## src/rtl/slave_arbiter_b_rr.sv

```systemverilog
// AXI write-response (B) arbiter and mux: NUM_SLV slave B channels onto one master
// B port. The grant is held until the B handshake, with round-robin or fixed priority.
module slave_arbiter_b_rr #(
  parameter  int unsigned NUM_SLV  = 3,
  parameter  int unsigned ID_W     = 4,
  parameter  int unsigned ARB_MODE = 0,
  localparam int unsigned GNT_W    = $clog2(NUM_SLV)
) (
  input  logic                    sys_clk,
  input  logic                    sys_rst,
  input  logic [NUM_SLV-1:0]      s_bvalid,
  input  logic [2*NUM_SLV-1:0]    s_bresp,
  input  logic [ID_W*NUM_SLV-1:0] s_bid,
  output logic [NUM_SLV-1:0]      s_bready,
  output logic                    m_bvalid,
  output logic [1:0]              m_bresp,
  output logic [ID_W-1:0]         m_bid,
  input  logic                    m_bready,
  output logic [NUM_SLV-1:0]      bvalid_sel,
  output logic [GNT_W-1:0]        gnt_id,
  output logic                    gnt_active
);

  typedef enum logic {IDLE, GRANT} state_e;

  typedef struct packed {
    logic             found;
    logic [GNT_W-1:0] idx;
  } pick_t;

  state_e             state_q;
  logic [NUM_SLV-1:0] sel_q;
  logic [GNT_W-1:0]   gnt_id_q;
  logic [GNT_W-1:0]   rr_ptr_q;
  logic [GNT_W-1:0]   rr_ptr_d;
  logic               gnt_active_q;
  logic               hs;
  logic [NUM_SLV-1:0] req_next;
  pick_t              win_idle;
  pick_t              win_next;

  // First requester at or after ptr (wrapping); plain lowest index in fixed-priority mode.
  function automatic pick_t pick_winner(input logic [NUM_SLV-1:0] req,
                                        input logic [GNT_W-1:0]   ptr);
    pick_t       res;
    int unsigned idx;
    res = '0;
    for (int unsigned i = 0; i < NUM_SLV; i++) begin
      idx = i;
      if (ARB_MODE == 0) idx = i + 32'(ptr);
      if (idx >= NUM_SLV) idx = idx - NUM_SLV;
      if (!res.found && req[idx[GNT_W-1:0]]) begin
        res.found = 1'b1;
        res.idx   = idx[GNT_W-1:0];
      end
    end
    return res;
  endfunction

  // sel_q is zero outside GRANT, so the mux and ready gating need no state check.
  always_comb begin
    m_bvalid = 1'b0;
    m_bresp  = '0;
    m_bid    = '0;
    for (int unsigned i = 0; i < NUM_SLV; i++) begin
      if (sel_q[i]) begin
        m_bvalid = s_bvalid[i];
        m_bresp  = s_bresp[2*i +: 2];
        m_bid    = s_bid[ID_W*i +: ID_W];
      end
    end
    s_bready = sel_q & {NUM_SLV{m_bready}};
  end

  always_comb begin
    hs       = m_bvalid & m_bready;
    rr_ptr_d = rr_ptr_q;
    if (ARB_MODE == 0)
      rr_ptr_d = (gnt_id_q == GNT_W'(NUM_SLV - 1)) ? '0 : gnt_id_q + GNT_W'(1);
    req_next = s_bvalid & ~sel_q;
    win_idle = pick_winner(s_bvalid, rr_ptr_q);
    win_next = pick_winner(req_next, rr_ptr_d);
  end

  always_ff @(posedge sys_clk) begin
    if (sys_rst) begin
      state_q      <= IDLE;
      sel_q        <= '0;
      gnt_id_q     <= '0;
      gnt_active_q <= 1'b0;
      rr_ptr_q     <= '0;
    end else begin
      case (state_q)
        IDLE: begin
          if (win_idle.found) begin
            state_q      <= GRANT;
            sel_q        <= NUM_SLV'(1) << win_idle.idx;
            gnt_id_q     <= win_idle.idx;
            gnt_active_q <= 1'b1;
          end
        end
        GRANT: begin
          if (hs) begin
            rr_ptr_q <= rr_ptr_d;
            if (win_next.found) begin
              sel_q    <= NUM_SLV'(1) << win_next.idx;
              gnt_id_q <= win_next.idx;
            end else begin
              state_q      <= IDLE;
              sel_q        <= '0;
              gnt_id_q     <= '0;
              gnt_active_q <= 1'b0;
            end
          end
        end
        default: begin
          state_q      <= IDLE;
          sel_q        <= '0;
          gnt_id_q     <= '0;
          gnt_active_q <= 1'b0;
        end
      endcase
    end
  end

  assign bvalid_sel = sel_q;
  assign gnt_id     = gnt_id_q;
  assign gnt_active = gnt_active_q;

endmodule

```

## config.mk

```make
export PLATFORM = sky130hd
export DESIGN_NAME = slave_arbiter_b_rr
export DESIGN_NICKNAME = d
export VERILOG_FILES = /design/src/rtl/slave_arbiter_b_rr.sv
export SDC_FILE = /design/constraint.sdc
export NUM_CORES = 1
export LEC_CHECK = 0
export BUFFER_PORTS_ARGS = -buffer_cell sky130_fd_sc_hd__buf_4
export CAP_MARGIN = 25
export CORE_MARGIN = 2
export CORE_UTILIZATION = 46
export CTS_BUF_LIST = sky130_fd_sc_hd__clkbuf_8
export DETAILED_ROUTE_END_ITERATION = 7
export PLACE_DENSITY = 0.81
export SYNTH_ARGS = -nofsm -noshare
export SYNTH_HDL_FRONTEND = slang
export SYNTH_SLANG_ARGS = --single-unit
```

## constraint.sdc

```tcl
create_clock -name sys_clk -period 2.1 [get_ports sys_clk]
set_input_delay 0.42 -clock sys_clk [delete_from_list [all_inputs] [get_ports sys_clk]]
set_output_delay 0.42 -clock sys_clk [all_outputs]
set_load 0.02 [all_outputs]
```

==> results of run 1 <==
layout make-up:
type,count,area (um2)
fill,132,397
sequential,9,180
clock inverter,1,3.75
clock buffer,3,41.3
timing repair buffer,42,315
multi-input combinational,85,566
tap,16,20.0
inverter,5,18.8
repair_timing:
item                       CTS  global route
setup endpoints to repair    0             7
hold buffers                 0             0
gates resized for setup      0             3
per-stage QoR:
step           setup TNS [ns]  setup slack [ns]  cells  area [um2]
2_1_floorplan               0             0.203    102         776
3_3_place_gp                0             0.186    157        1090
3_5_place_dp                0             0.104    157        1090
4_1_cts                     0            0.0949    161        1130
5_1_grt               -0.0106           -0.0106    161        1140
6_report                    0             0.157    161        1140
worst register-to-register path, cell delays in order (launching register included):
cell	delay, ns
dfxtp_1	0.34
inv_1	0.07
ha_1	0.31
maj3_1	0.37
a21oi_2	0.25
a21o_1	0.24
o221ai_2	0.13
o21a_1	0.13
where the power goes:
| group | total, mW | internal, mW | switching (mW) |
|---|---|---|---|
| sequential | 0.229 | 0.196 | 0.0329 |
| clock | 0.198 | 0.127 | 0.0704 |
| combinational | 0.449 | 0.207 | 0.242 |
registers in the layout, indices dropped and copies added, names as in the netlist:
| signal | cells |
|---|---|
| bvalid_sel | 3 |
| gnt_active | 1 |
| gnt_id | 2 |
| rr_ptr_q | 2 |
| state_q | 1 |
cell usage in the layout, fill, tap and decap left out, types with 2 or more instances in the layout:
cell and count:
ha_1 2, nor2b_1 2, a31oi_1 2, inv_1 6, clkbuf_8 3, dfxtp_1 9
o21a_1 3, a21oi_1 11, nor3_1 2, and2_1 2, buf_4 42, nand2_1 9
a22oi_1 7, nor2_1 11, o21ai_0 7
layer usage:
layer  up-vias  wire length [um]  track usage (%)
li1        468                 -                -
met1       422              1020             34.0
met3         6               277             8.40
met2        48              1000             34.3
met5         -                 0                0
met4         0                30             10.6
worst min-delay path by stage:
stage                from           to
3_3_place_gp   gnt_active   gnt_active
4_1_cts           sys_rst  rr_ptr_q[1]
6_report          sys_rst  rr_ptr_q[1]
5_1_grt           sys_rst  rr_ptr_q[1]
2_1_floorplan     state_q      state_q
3_5_place_dp   gnt_active   gnt_active
cell families after synthesis:
| logic type | synth area share [%] |
|---|---|
| and+or+nand+nor | 27.6 |
| AOI/OAI and AO/OA | 39.4 |
| adders and majority gates | 4.52 |
| buffers and inverters | 5.32 |
| DFF | 23.2 |
cell usage after synthesis, types with 2 or more instances:
master	count	share of area, %
o21ai_0	7	4.5
nor2_1	11	5.3
and2_1	2	1.6
nand2_1	9	4.4
ha_1	2	3.2
a31oi_1	2	1.6
a22oi_1	7	6.8
nor3_1	2	1.3
dfxtp_1	9	23
a21oi_1	12	7.7
nor2b_1	3	2.4
o21a_1	3	2.9
inv_1	5	2.4
==> metrics.cfg, run 1 <==
[detailed_routing]
finalWirelength_mm=2.34
drc_errors=0
first_pass_iters=4
ant_nets=0
wire_per_inst_um=14.5
via_per_inst=5.86
via_count=944
drt-initial-drc-count=20

[synth]
ys.flop_type=dfxtp_1
syn_area_um2=776
synthesis.yosys.warnings=0
yosys.cell_types.count=41
yosysSeqAreaShare_pct=23.2
synth_edf_count=0
syn_avg_cell_area_um2=7.61
ys_seq_elements=9
syn_inst=102
synth_nets=128
ys_async_sr_fraction_pct=0

[floorplan]
initial_utilization_pct=50.3
io_pins=40
die_h_um=45.1
die_w_um=45.1
die_area_mm2=0.00203
rows=14
core-area_mm2=0.00154

[sta]
fin_crit_sh_pct=92.5
slew_headroom_pct=75.5
period_needed_ns=1.94
finalMaxSlewViolations=0
worst_slew_pin_slew_ns=0.366
setup_violations=0
fmaxAchievable_mhz=515
hold_slack_ns=0.423
skew_ns=0.000518
hold_viol=0

[placed_design]
hpwl_mm=1.82
gp_congestion=0.845
io_buffers=39

[layout]
final_util_pct=74.3
area_growth_syn_to_layout_pct=47.6
final_nets=172
num_antenna_cells=0
drive_gt1_share_pct=39.3

[setup_path]
cp-start-kind=flop
cp-endpoint=gnt_id[0]
crit_fanout=5
path_depth=7
rr_worst_depth=7
cp.arrival_ns=2.07
cpPeakStageDelay_ns=0.37
path_buf_inv=1
path_delay_family=compound AO/OA/AOI/OAI gates
crit_path_cell_trace=inv_1, ha_1, maj3_1, a21oi_2, a21o_1, o221ai_2, o21a_1
r2r-end=gnt_id[0]
startpoint=rr_ptr_q[0]
rrSetupSlack_ns=0.16
slowest_stage=maj3_1
reg2reg_from=rr_ptr_q[0]
crit_path_end_kind=flop
crit_required_ns=2.23
crit_type=reg -> reg

[cts]
root_buffer=clkbuf_8
clock_latency_ns=0.23
cts_buffers=3
h-tree-depth=1
clk_pin_slew_ns=0.04
clock_path_buffers=2
cts.sinks=9
cts_tree=done
post_cts_buffers=0

[grt]
grt_pass1_vias=797
grt_usage_pct=24.5
antenna_found_initial=0
grt_pass1_wl_mm=3.61
overflow=0
grt_max_degree=16

[worst_hold_path]
whs_path_depth=2
hold_class=in -> reg

[power_and_ir_drop]
p_total_uw=876
leakage_nw=0.511
powerDensity_mw_per_mm2=765
irDropWorstVdd_v=0.000587

[run]
maxCapViolations=0

[run_status]
status=completed

Power figures use the tool's default switching activity.
==> run 2: changes to the inputs <==
CORE_UTILIZATION = 50   (was 46)
PLACE_DENSITY = 0.87   (was 0.81)
clock period = 2.5 ns   (was 2.1 ns; I/O delays follow)
==> metrics.cfg, run 2 (synthesized netlist as in run 1, its figures left out) <==
[sta]
hold_viol=0  ; unchanged
period_needed_ns=2.12
fin_crit_sh_pct=84.9
worst_slew_pin_slew_ns=0.528  ; +0.161 ns
slew_headroom_pct=64.8  ; -11 points
fmaxAchievable_mhz=471
setup_violations=0  ; unchanged
skew_ns=0.00117  ; +0.000648 ns
tns_ns=0  ; unchanged
rsz0062_at_grt=no
hold_slack_ns=0.506  ; +0.0828 ns
finalMaxSlewViolations=0  ; unchanged

[layout]
area_growth_syn_to_layout_pct=43.2
layout_common_cells=39 x buf_4, 12 x a21oi_1, 11 x nor2_1
final_common_cell=buf_4
largest_register_ff_count=3  ; unchanged
design_area_mm2=0.00111  ; -3.0%
num_antenna_cells=0  ; unchanged
final_nets=169  ; -1.7%
drive_gt1_share_pct=35.9  ; -3.4 points

[setup_path]
crit_fanout=14  ; +9
startpoint=bvalid_sel[1]
crit_path_end_kind=output pin
crit_type=reg -> out
cp.arrival_ns=1.62  ; -0.45 ns
crit_required_ns=2.00  ; -0.23 ns
r2r-end=gnt_id[0]
cp-endpoint=m_bid[1]
cp-start-kind=flop
reg2reg_from=rr_ptr_q[0]
rr_worst_depth=7  ; unchanged
rrSetupSlack_ns=0.42  ; +0.26 ns

[detailed_routing]
first_pass_iters=4  ; unchanged
ant_nets=0  ; unchanged
finalWirelength_mm=2.26  ; -3.2%
via_per_inst=5.66  ; -3.5%
wire_per_inst_um=14.3  ; -1.3%
drc_errors=0  ; unchanged
via_count=894  ; -5.3%
drt-initial-drc-count=32  ; +60%

[power_and_ir_drop]
power_switching_uw=289  ; -16%
clkPwrFrac_pct=23.1  ; +0.5 points
powerDensity_mw_per_mm2=651  ; -15%
switching_share_pct=39.9  ; +0.49 points
leakage_nw=0.494  ; -3.3%
p_int_uw=435  ; -18%
combPwrFrac_pct=48.3  ; -2.9 points
irDropWorstVdd_v=0.000448  ; -24%
p_seq_share_pct=28.6  ; +2.4 points

[floorplan]
rows=14  ; unchanged
io_pins=40  ; unchanged
die_w_um=43.4  ; -3.7%
die_area_mm2=0.00188  ; -7.3%
core-area_mm2=0.00147  ; -4.5%
die_h_um=43.4  ; -3.7%
initial_utilization_pct=52.7  ; +2.4 points

[cts]
cts_resized=0  ; unchanged
cts_tree=done
holdBufCountCts=0  ; unchanged
clk_pin_slew_ns=0.05  ; about the same
root_buffer=clkbuf_8
cts_buffers=3  ; unchanged
clock_path_buffers=2  ; unchanged
post_cts_buffers=0  ; unchanged
h-tree-depth=1  ; unchanged
cts.sinks=9  ; unchanged
clock_latency_ns=0.23  ; about the same

[grt]
grt_pass1_vias=803  ; +0.75%
grt_max_degree=19  ; +3
overflow=0  ; unchanged
antenna_found_initial=0  ; unchanged
grt_pass1_wl_mm=3.68  ; +2.1%
grt_usage_pct=24.8  ; +0.35 points

[placed_design]
hpwl_mm=1.72  ; -5.6%
gp_congestion=0.893  ; +5.6%
io_buffers=39  ; unchanged
dpl-instance-area_mm2=0.00107  ; -2.1%

[run_status]
status=completed

[run]
maxCapViolations=0  ; unchanged

[worst_hold_path]
hold_class=in -> reg

## run 2: cell types whose count changed in the layout (fill, tap and decap cells not counted)
| cell | before | now |
|---|---|---|
| buf_4 | 42 | 39 |
| a211oi_1 | 0 | 1 |
| a211oi_2 | 1 | 0 |
| a21oi_1 | 11 | 12 |
| a21oi_2 | 1 | 0 |
| nor2b_1 | 2 | 3 |
| nor2b_2 | 1 | 0 |
## run 2: metal layers
layer  wire length [um]  GRT usage [%]  share of wire (%)  vias to the layer above
li1                   -              -                  -                      461
met1               1030           37.9                 45                      403
met2               1120           36.4                 50                       25
met3                 87           3.33                3.8                        5
met4                 26           7.88                1.1                        0
met5                  0              0                  0                        -
## run 2: stage by stage
stage | instances | utilization, % | setup WS (ns) | power, mW
CTS | 158 | 75.5 | 0.430 | 0.721
finish | 158 | 75.5 | 0.378 | 0.724
detailed placement | 154 | 72.4 | 0.452 | 0.555
global route | 158 | 75.5 | 0.277 | 0.767
floorplan | 102 | - | 0.600 | 0.418
global placement | 154 | 72.4 | 0.522 | 0.546
## run 2: how the worst min path moves through the flow
stage | start | endpoint | slack [ns] | cells after the start
finish | sys_rst | rr_ptr_q[1] | 0.51 | 2
CTS | gnt_active | gnt_active | 0.50 | 2
global route | sys_rst | rr_ptr_q[1] | 0.51 | 2
floorplan | state_q | state_q | 0.53 | 2
detailed placement | gnt_active | gnt_active | 0.49 | 2
global placement | gnt_active | gnt_active | 0.49 | 2
## run 2: cell type report
type                       instances  area, um2
multi-input combinational         85        554
fill                             112        360
timing repair buffer              39        293
sequential                         9        180
clock buffer                       3       41.3
tap                               16       20.0
inverter                           5       18.8
clock inverter                     1       3.75
## run 2: power by group through the flow
stage	logic (mW)	clock network (mW)	registers, mW
floorplan	0.208	0	0.210
global placement	0.338	0	0.208
detailed placement	0.346	0	0.209
CTS	0.349	0.167	0.206
global route	0.379	0.177	0.212
finish	0.350	0.167	0.207
## run 2: critical path: stages, from the launching register on
cell	delay, ns
dfxtp_1	0.45
nor2b_1	0.45
a22oi_1	0.11
o21ai_0	0.20
buf_4	0.17
